## config.mk

```make
export PLATFORM = sky130hd
export DESIGN_NAME = hog_axil_regs
export DESIGN_NICKNAME = d
export VERILOG_FILES = /design/src/rtl/hog_axil_regs.sv
export SDC_FILE = /design/constraint.sdc
export NUM_CORES = 1
export LEC_CHECK = 0
export CORE_MARGIN = 4
export CORE_UTILIZATION = 45
export CTS_CLUSTER_DIAMETER = 40
export CTS_CLUSTER_SIZE = 40
export DETAILED_ROUTE_END_ITERATION = 8
export PLACE_DENSITY_LB_ADDON = 0.12
export SLEW_MARGIN = 25
export SYNTH_ARGS = -nofsm -noshare
export SYNTH_HDL_FRONTEND = slang
export SYNTH_SLANG_ARGS = --single-unit
```

## constraint.sdc

```tcl
create_clock -name s_axi_aclk -period 1.97 [get_ports s_axi_aclk]
set_clock_uncertainty 0.2 [all_clocks]
set_input_delay 0.394 -clock s_axi_aclk [delete_from_list [all_inputs] [get_ports s_axi_aclk]]
set_output_delay 0.394 -clock s_axi_aclk [all_outputs]
set_load 0.01 [all_outputs]
```

## src/rtl/hog_axil_regs.sv

```systemverilog
// AXI4-Lite register file for the HOG accelerator: configuration, start pulse,
// sticky completion status and a level interrupt toward the PS.
module hog_axil_regs #(
    parameter int C_S_AXI_GP_DATA_WIDTH = 32,
    parameter int C_S_AXI_GP_ADDR_WIDTH = 5
) (
    input  logic                               s_axi_aclk,
    input  logic                               s_axi_aresetn,
    input  logic [C_S_AXI_GP_ADDR_WIDTH-1:0]   s_axi_awaddr,
    input  logic [2:0]                         s_axi_awprot,
    input  logic                               s_axi_awvalid,
    output logic                               s_axi_awready,
    input  logic [C_S_AXI_GP_DATA_WIDTH-1:0]   s_axi_wdata,
    input  logic [C_S_AXI_GP_DATA_WIDTH/8-1:0] s_axi_wstrb,
    input  logic                               s_axi_wvalid,
    output logic                               s_axi_wready,
    output logic [1:0]                         s_axi_bresp,
    output logic                               s_axi_bvalid,
    input  logic                               s_axi_bready,
    input  logic [C_S_AXI_GP_ADDR_WIDTH-1:0]   s_axi_araddr,
    input  logic [2:0]                         s_axi_arprot,
    input  logic                               s_axi_arvalid,
    output logic                               s_axi_arready,
    output logic [C_S_AXI_GP_DATA_WIDTH-1:0]   s_axi_rdata,
    output logic [1:0]                         s_axi_rresp,
    output logic                               s_axi_rvalid,
    input  logic                               s_axi_rready,
    output logic                               start_o,
    output logic [15:0]                        width_o,
    output logic [15:0]                        height_o,
    output logic [31:0]                        src_addr_o,
    output logic [31:0]                        dst_addr_o,
    output logic [7:0]                         cell_cfg_o,
    input  logic                               busy_i,
    input  logic                               done_i,
    output logic                               irq_o
);

    localparam logic [2:0] ADDR_CTRL   = 3'd0;
    localparam logic [2:0] ADDR_STATUS = 3'd1;
    localparam logic [2:0] ADDR_WIDTH  = 3'd2;
    localparam logic [2:0] ADDR_HEIGHT = 3'd3;
    localparam logic [2:0] ADDR_SRC    = 3'd4;
    localparam logic [2:0] ADDR_DST    = 3'd5;
    localparam logic [2:0] ADDR_CELL   = 3'd6;
    localparam logic [2:0] ADDR_IRQ_EN = 3'd7;

    localparam logic [1:0] RESP_OKAY   = 2'b00;
    localparam logic [1:0] RESP_SLVERR = 2'b10;

    logic        aw_ready_q;
    logic        b_valid_q;
    logic [1:0]  b_resp_q;
    logic        ar_ready_q;
    logic        r_valid_q;
    logic [31:0] r_data_q;

    logic [15:0] width_q;
    logic [15:0] height_q;
    logic [31:0] src_q;
    logic [31:0] dst_q;
    logic [7:0]  cell_q;
    logic        irq_en_q;
    logic        done_q;
    logic        start_q;
    logic        irq_q;

    logic        wr_fire;
    logic        rd_fire;
    logic [2:0]  wr_idx;
    logic [2:0]  rd_idx;
    logic        wr_start;
    logic        wr_clear;
    logic        wr_slverr;
    logic        cfg_we;
    logic        irq_en_we;
    logic [31:0] cfg_old;
    logic [31:0] cfg_new;
    logic [31:0] rd_word;

    logic unused_ok;
    assign unused_ok = ^{s_axi_awprot, s_axi_arprot, s_axi_awaddr[1:0], s_axi_araddr[1:0]};

    function automatic logic [31:0] apply_strb(input logic [31:0] old_v,
                                               input logic [31:0] new_v,
                                               input logic [3:0]  strb);
        logic [31:0] res;
        res = old_v;
        for (int b = 0; b < 4; b++) begin
            if (strb[b]) res[b*8 +: 8] = new_v[b*8 +: 8];
        end
        return res;
    endfunction

    // Both write channels are taken in the same cycle; a lone AW or W just waits.
    assign wr_fire = aw_ready_q & s_axi_awvalid & s_axi_wvalid;
    assign rd_fire = ar_ready_q & s_axi_arvalid;
    assign wr_idx  = s_axi_awaddr[4:2];
    assign rd_idx  = s_axi_araddr[4:2];

    always_comb begin
        wr_start  = 1'b0;
        wr_clear  = 1'b0;
        wr_slverr = 1'b0;
        cfg_we    = 1'b0;
        irq_en_we = 1'b0;
        if (wr_fire) begin
            unique case (wr_idx)
                ADDR_CTRL: begin
                    if (s_axi_wstrb[0] && s_axi_wdata[0]) begin
                        if (busy_i) wr_slverr = 1'b1;
                        else        wr_start  = 1'b1;
                    end
                end
                ADDR_STATUS: wr_clear  = s_axi_wstrb[0] & s_axi_wdata[1];
                ADDR_IRQ_EN: irq_en_we = s_axi_wstrb[0];
                default: begin
                    if (busy_i) wr_slverr = 1'b1;
                    else        cfg_we    = 1'b1;
                end
            endcase
        end
    end

    always_comb begin
        cfg_old = '0;
        case (wr_idx)
            ADDR_WIDTH:  cfg_old = {16'h0, width_q};
            ADDR_HEIGHT: cfg_old = {16'h0, height_q};
            ADDR_SRC:    cfg_old = src_q;
            ADDR_DST:    cfg_old = dst_q;
            ADDR_CELL:   cfg_old = {24'h0, cell_q};
            default:     cfg_old = '0;
        endcase
    end

    assign cfg_new = apply_strb(cfg_old, s_axi_wdata, s_axi_wstrb);

    always_ff @(posedge s_axi_aclk or negedge s_axi_aresetn) begin
        if (!s_axi_aresetn) begin
            width_q  <= '0;
            height_q <= '0;
            src_q    <= '0;
            dst_q    <= '0;
            cell_q   <= '0;
        end else if (cfg_we) begin
            case (wr_idx)
                ADDR_WIDTH:  width_q  <= cfg_new[15:0];
                ADDR_HEIGHT: height_q <= cfg_new[15:0];
                ADDR_SRC:    src_q    <= cfg_new;
                ADDR_DST:    dst_q    <= cfg_new;
                ADDR_CELL:   cell_q   <= cfg_new[7:0];
                default:     ;
            endcase
        end
    end

    // A completion in the same cycle as a clear or a start must not be lost.
    always_ff @(posedge s_axi_aclk or negedge s_axi_aresetn) begin
        if (!s_axi_aresetn) begin
            irq_en_q <= 1'b0;
            done_q   <= 1'b0;
            start_q  <= 1'b0;
            irq_q    <= 1'b0;
        end else begin
            if (irq_en_we) irq_en_q <= s_axi_wdata[0];
            if (done_i)                    done_q <= 1'b1;
            else if (wr_start || wr_clear) done_q <= 1'b0;
            start_q <= wr_start;
            irq_q   <= done_q & irq_en_q;
        end
    end

    always_ff @(posedge s_axi_aclk or negedge s_axi_aresetn) begin
        if (!s_axi_aresetn) begin
            aw_ready_q <= 1'b0;
            b_valid_q  <= 1'b0;
            b_resp_q   <= RESP_OKAY;
        end else begin
            aw_ready_q <= ~aw_ready_q & ~b_valid_q & s_axi_awvalid & s_axi_wvalid;
            if (wr_fire) begin
                b_valid_q <= 1'b1;
                b_resp_q  <= wr_slverr ? RESP_SLVERR : RESP_OKAY;
            end else if (s_axi_bready) begin
                b_valid_q <= 1'b0;
            end
        end
    end

    always_comb begin
        rd_word = '0;
        case (rd_idx)
            ADDR_STATUS: rd_word = {30'h0, done_q, busy_i};
            ADDR_WIDTH:  rd_word = {16'h0, width_q};
            ADDR_HEIGHT: rd_word = {16'h0, height_q};
            ADDR_SRC:    rd_word = src_q;
            ADDR_DST:    rd_word = dst_q;
            ADDR_CELL:   rd_word = {24'h0, cell_q};
            ADDR_IRQ_EN: rd_word = {31'h0, irq_en_q};
            default:     rd_word = '0;
        endcase
    end

    // Read data is captured from pre-edge state, so a same-edge write is not visible.
    always_ff @(posedge s_axi_aclk or negedge s_axi_aresetn) begin
        if (!s_axi_aresetn) begin
            ar_ready_q <= 1'b0;
            r_valid_q  <= 1'b0;
            r_data_q   <= '0;
        end else begin
            ar_ready_q <= ~ar_ready_q & ~r_valid_q & s_axi_arvalid;
            if (rd_fire) begin
                r_valid_q <= 1'b1;
                r_data_q  <= rd_word;
            end else if (s_axi_rready) begin
                r_valid_q <= 1'b0;
            end
        end
    end

    assign s_axi_awready = aw_ready_q;
    assign s_axi_wready  = aw_ready_q;
    assign s_axi_bvalid  = b_valid_q;
    assign s_axi_bresp   = b_resp_q;
    assign s_axi_arready = ar_ready_q;
    assign s_axi_rvalid  = r_valid_q;
    assign s_axi_rdata   = r_data_q;
    assign s_axi_rresp   = RESP_OKAY;

    assign start_o    = start_q;
    assign irq_o      = irq_q;
    assign width_o    = width_q;
    assign height_o   = height_q;
    assign src_addr_o = src_q;
    assign dst_addr_o = dst_q;
    assign cell_cfg_o = cell_q;

endmodule

```

==> run summary <==
hold path depth -> 1
row count -> 46
Pleak -> 5.671 nW
drt wl/cell -> 21.01 um
Hold Fails Final Rpt -> 0
class of the worst hold path -> flop to flop
Seq/Total Area, Yosys -> 48.79%
WP data arrival -> 2.08 ns
max-cap violations -> 0
PwrDens -> 741.9 mW/mm^2
routed vias -> 7477
starting density of the core -> 46.31%
GP Congestion -> 0.8758
final antenna diode count -> 0
Routed Antenna Nets -> 0
first-pass GRT wire length -> 41310 um
initial antenna violation count -> 0
H-tree levels -> 4
Synth Instances -> 763
Slew Limit Headroom -> 60.08%
Slew Viols, Final -> 0
final core utilization -> 69.81%
die height -> 136.6 um
Die Wd -> 136.6 um
Primary FF master, synth -> dfrtp_1
area delta synth->final -> 50.72%
Tot GR Track Use -> 28.73%
HPWL after detailed placement -> 18830 um
clk sink count -> 145
terminus of the critical flop-to-flop path -> dst_addr_o[13]
Final Critical Period -> 1.954 ns
gr ovfl total -> 0
post-synthesis register bit count -> 145
synthesized area -> 0.007437 sq mm
Yosys cell types -> 51
fmax -> 0.5117 GHz
CTS tree -> done
Final Cycle Share -> 99.20%
drt drc -> 0
io pins -> 208
clk_lat worst skew -> 0.42 ns
number of synthesized flops with an enable pin -> 0
Req. time, crit path -> 2.10 ns
PortBufs -> 194
clk root buf -> clkbuf_16
share of flip-flops with an asynchronous set or reset -> 100.0%
ratio of cells with drive above 1 in the final layout -> 18.67%
reg2reg path depth -> 8
post-detailed-route via-to-cell ratio -> 5.883
status -> completed
detailed-route wire length -> 26710 um
Iteration-0 DRC Markers -> 663
Worst R2R Start -> s_axi_awready
Peak VDD IR -> 0.0006471 V
Inserted Clock Buffers -> 17
worst-path maximum fanout -> 16
vias in the first global route -> 7575
Hold Path Sink -> s_axi_arready
Crit Path Class -> primary input to flop
# setup viols final -> 0
DR pass1 iterations -> 6
Bufs on Longest Clock Path -> 2
CTS clk-pin slew, worst paths -> 0.06 ns
Yosys warning total -> 0
worst hold start -> s_axi_rvalid
worst-margin pin slew -> 0.5966 ns
pin count of the biggest net entering global routing -> 44
CP Launch Type -> primary input
CP endpoint kind -> flop
Core Area -> 0.01606 sq mm
# nets final -> 1103
DIE AREA -> 0.01865 sq mm
Synth Area per Inst -> 9.747 sq um
register-to-register setup slack -> 0.06 ns
Hold WS -> 0.2617 ns
per-stage QoR:
stage | setup WS (ns) | area, sq um | instances | total power (W) | TNS (ns)
floorplan | 0.06485 | 7445 | 765 | 0.004143 | 0
finish | 0.01575 | 11210 | 1271 | 0.008317 | 0
detailed placement | -0.6060 | 10180 | 1199 | 0.005159 | -57.20
global route | -0.08758 | 11210 | 1271 | 0.008661 | -0.2473
CTS | 0.0003102 | 10960 | 1260 | 0.008312 | 0
global placement | -0.5321 | 10180 | 1199 | 0.005116 | -51.14
flip-flops by register name, summed over array words and instances (netlist names):
name and count:
dst_addr_o 32, s_axi_bvalid 1, irq_en_q 1, s_axi_awready 1
s_axi_rvalid 1, s_axi_arready 1, s_axi_rdata 32, s_axi_bresp 1
start_o 1, done_q 1, irq_o 1, src_addr_o 32
cell_cfg_o 8, height_o 16, width_o 16
synthesized netlist by cell type, types with 6 or more instances:
master,instances,area [sq um]
a21oi_1,24,120.1
a221o_1,8,80.08
a221oi_1,8,70.07
a22o_1,18,157.7
a22oi_1,6,45.04
a2bb2oi_1,17,148.9
a31oi_1,32,200.2
a32oi_1,7,61.31
and2_1,8,50.05
buf_2,22,110.1
buf_4,12,90.09
clkbuf_1,28,105.1
dfrtp_1,145,3628
inv_1,11,41.29
mux2i_1,75,750.7
nand2_1,94,352.8
nand2b_1,8,50.05
nand3_1,11,55.05
nand3b_1,11,82.58
nor2_1,36,135.1
nor2b_1,8,50.05
nor3_1,6,30.03
o21ai_0,100,500.5
o21ai_1,12,60.06
o22ai_1,13,81.33
o311ai_0,6,52.55
area by class of cell:
class / instances / area (sq um)
clock inverter: 14 / 138.9
inverter: 11 / 41.29
timing repair buffer: 323 / 3113
fill: 1223 / 4848
multi-input combinational: 544 / 3573
clock buffer: 18 / 439.2
tap: 216 / 270.3
sequential: 145 / 3633
power by group:
group	leakage [nW]	internal, W	switching [W]	total, W
clock network	0.282	0.00189	0.00129	0.00318
logic	3.42	0.000842	0.000837	0.00168
registers	1.97	0.00322	0.000240	0.00346
total	5.67	0.00595	0.00237	0.00832
worst max-delay path, stage by stage:
cell and delay, ns:
clkdlybuf4s50_1 0.54, nand4_1 0.15, buf_6 0.18, nor3b_4 0.19, buf_6 0.15, buf_4 0.23
nor2_1 0.06, a31oi_1 0.18
cells in the final DEF (no fill, tap or decap), types with 24 or more instances in the layout:
master	n
clkdlybuf4s50_1	76
mux2i_1	75
nand2_1	91
a31oi_1	32
dfrtp_1	141
a21oi_1	24
buf_4	102
nor2_1	36
dlygate4sd2_1	80
dlymetal6s2s_1	35
o21ai_0	94
how the worst max path moves through the flow:
stage,start,endpoint,cells past startpoint
after detailed placement,s_axi_awaddr[3],height_o[3],7
after global placement,s_axi_awaddr[4],src_addr_o[4],7
after global routing,s_axi_awvalid,dst_addr_o[13],8
after floorplan,s_axi_awaddr[2],src_addr_o[0],6
final,s_axi_wvalid,dst_addr_o[13],8
after CTS,width_o[2],width_o[2],1
repair_timing:
| item | in CTS | in global routing |
|---|---|---|
| resized for setup | 99 | 61 |
| hold endpoints to repair | 40 | 0 |
| hold buffers | 1 | 0 |
| cloned | 0 | 3 |
| pin swaps | 1 | 6 |
| buffers inserted | 28 | 9 |
| setup endpoints to repair | 174 | 122 |
logic make-up after synthesis:
logic type             after synthesis  synth area share (%)
other                                1               0.05042
buffers and inverters               76                 5.030
multiplexers                        76                 10.25
flip-flops                         145                 48.79
AND/OR/NAND/NOR                    205                 13.63
AO/OA/AOI/OAI                      260                 22.26
routing by layer:
metal	up-vias	part of all wire, %	global-route usage [%]	wire length [um]
li1	3361	-	-	-
met1	3621	40	37.51	10580
met2	416	49	46.80	13040
met3	79	8.4	7.132	2243
met4	0	3.2	9.966	851
met5	-	0	0	0
Note: power is estimated with default switching activity, not from simulation.
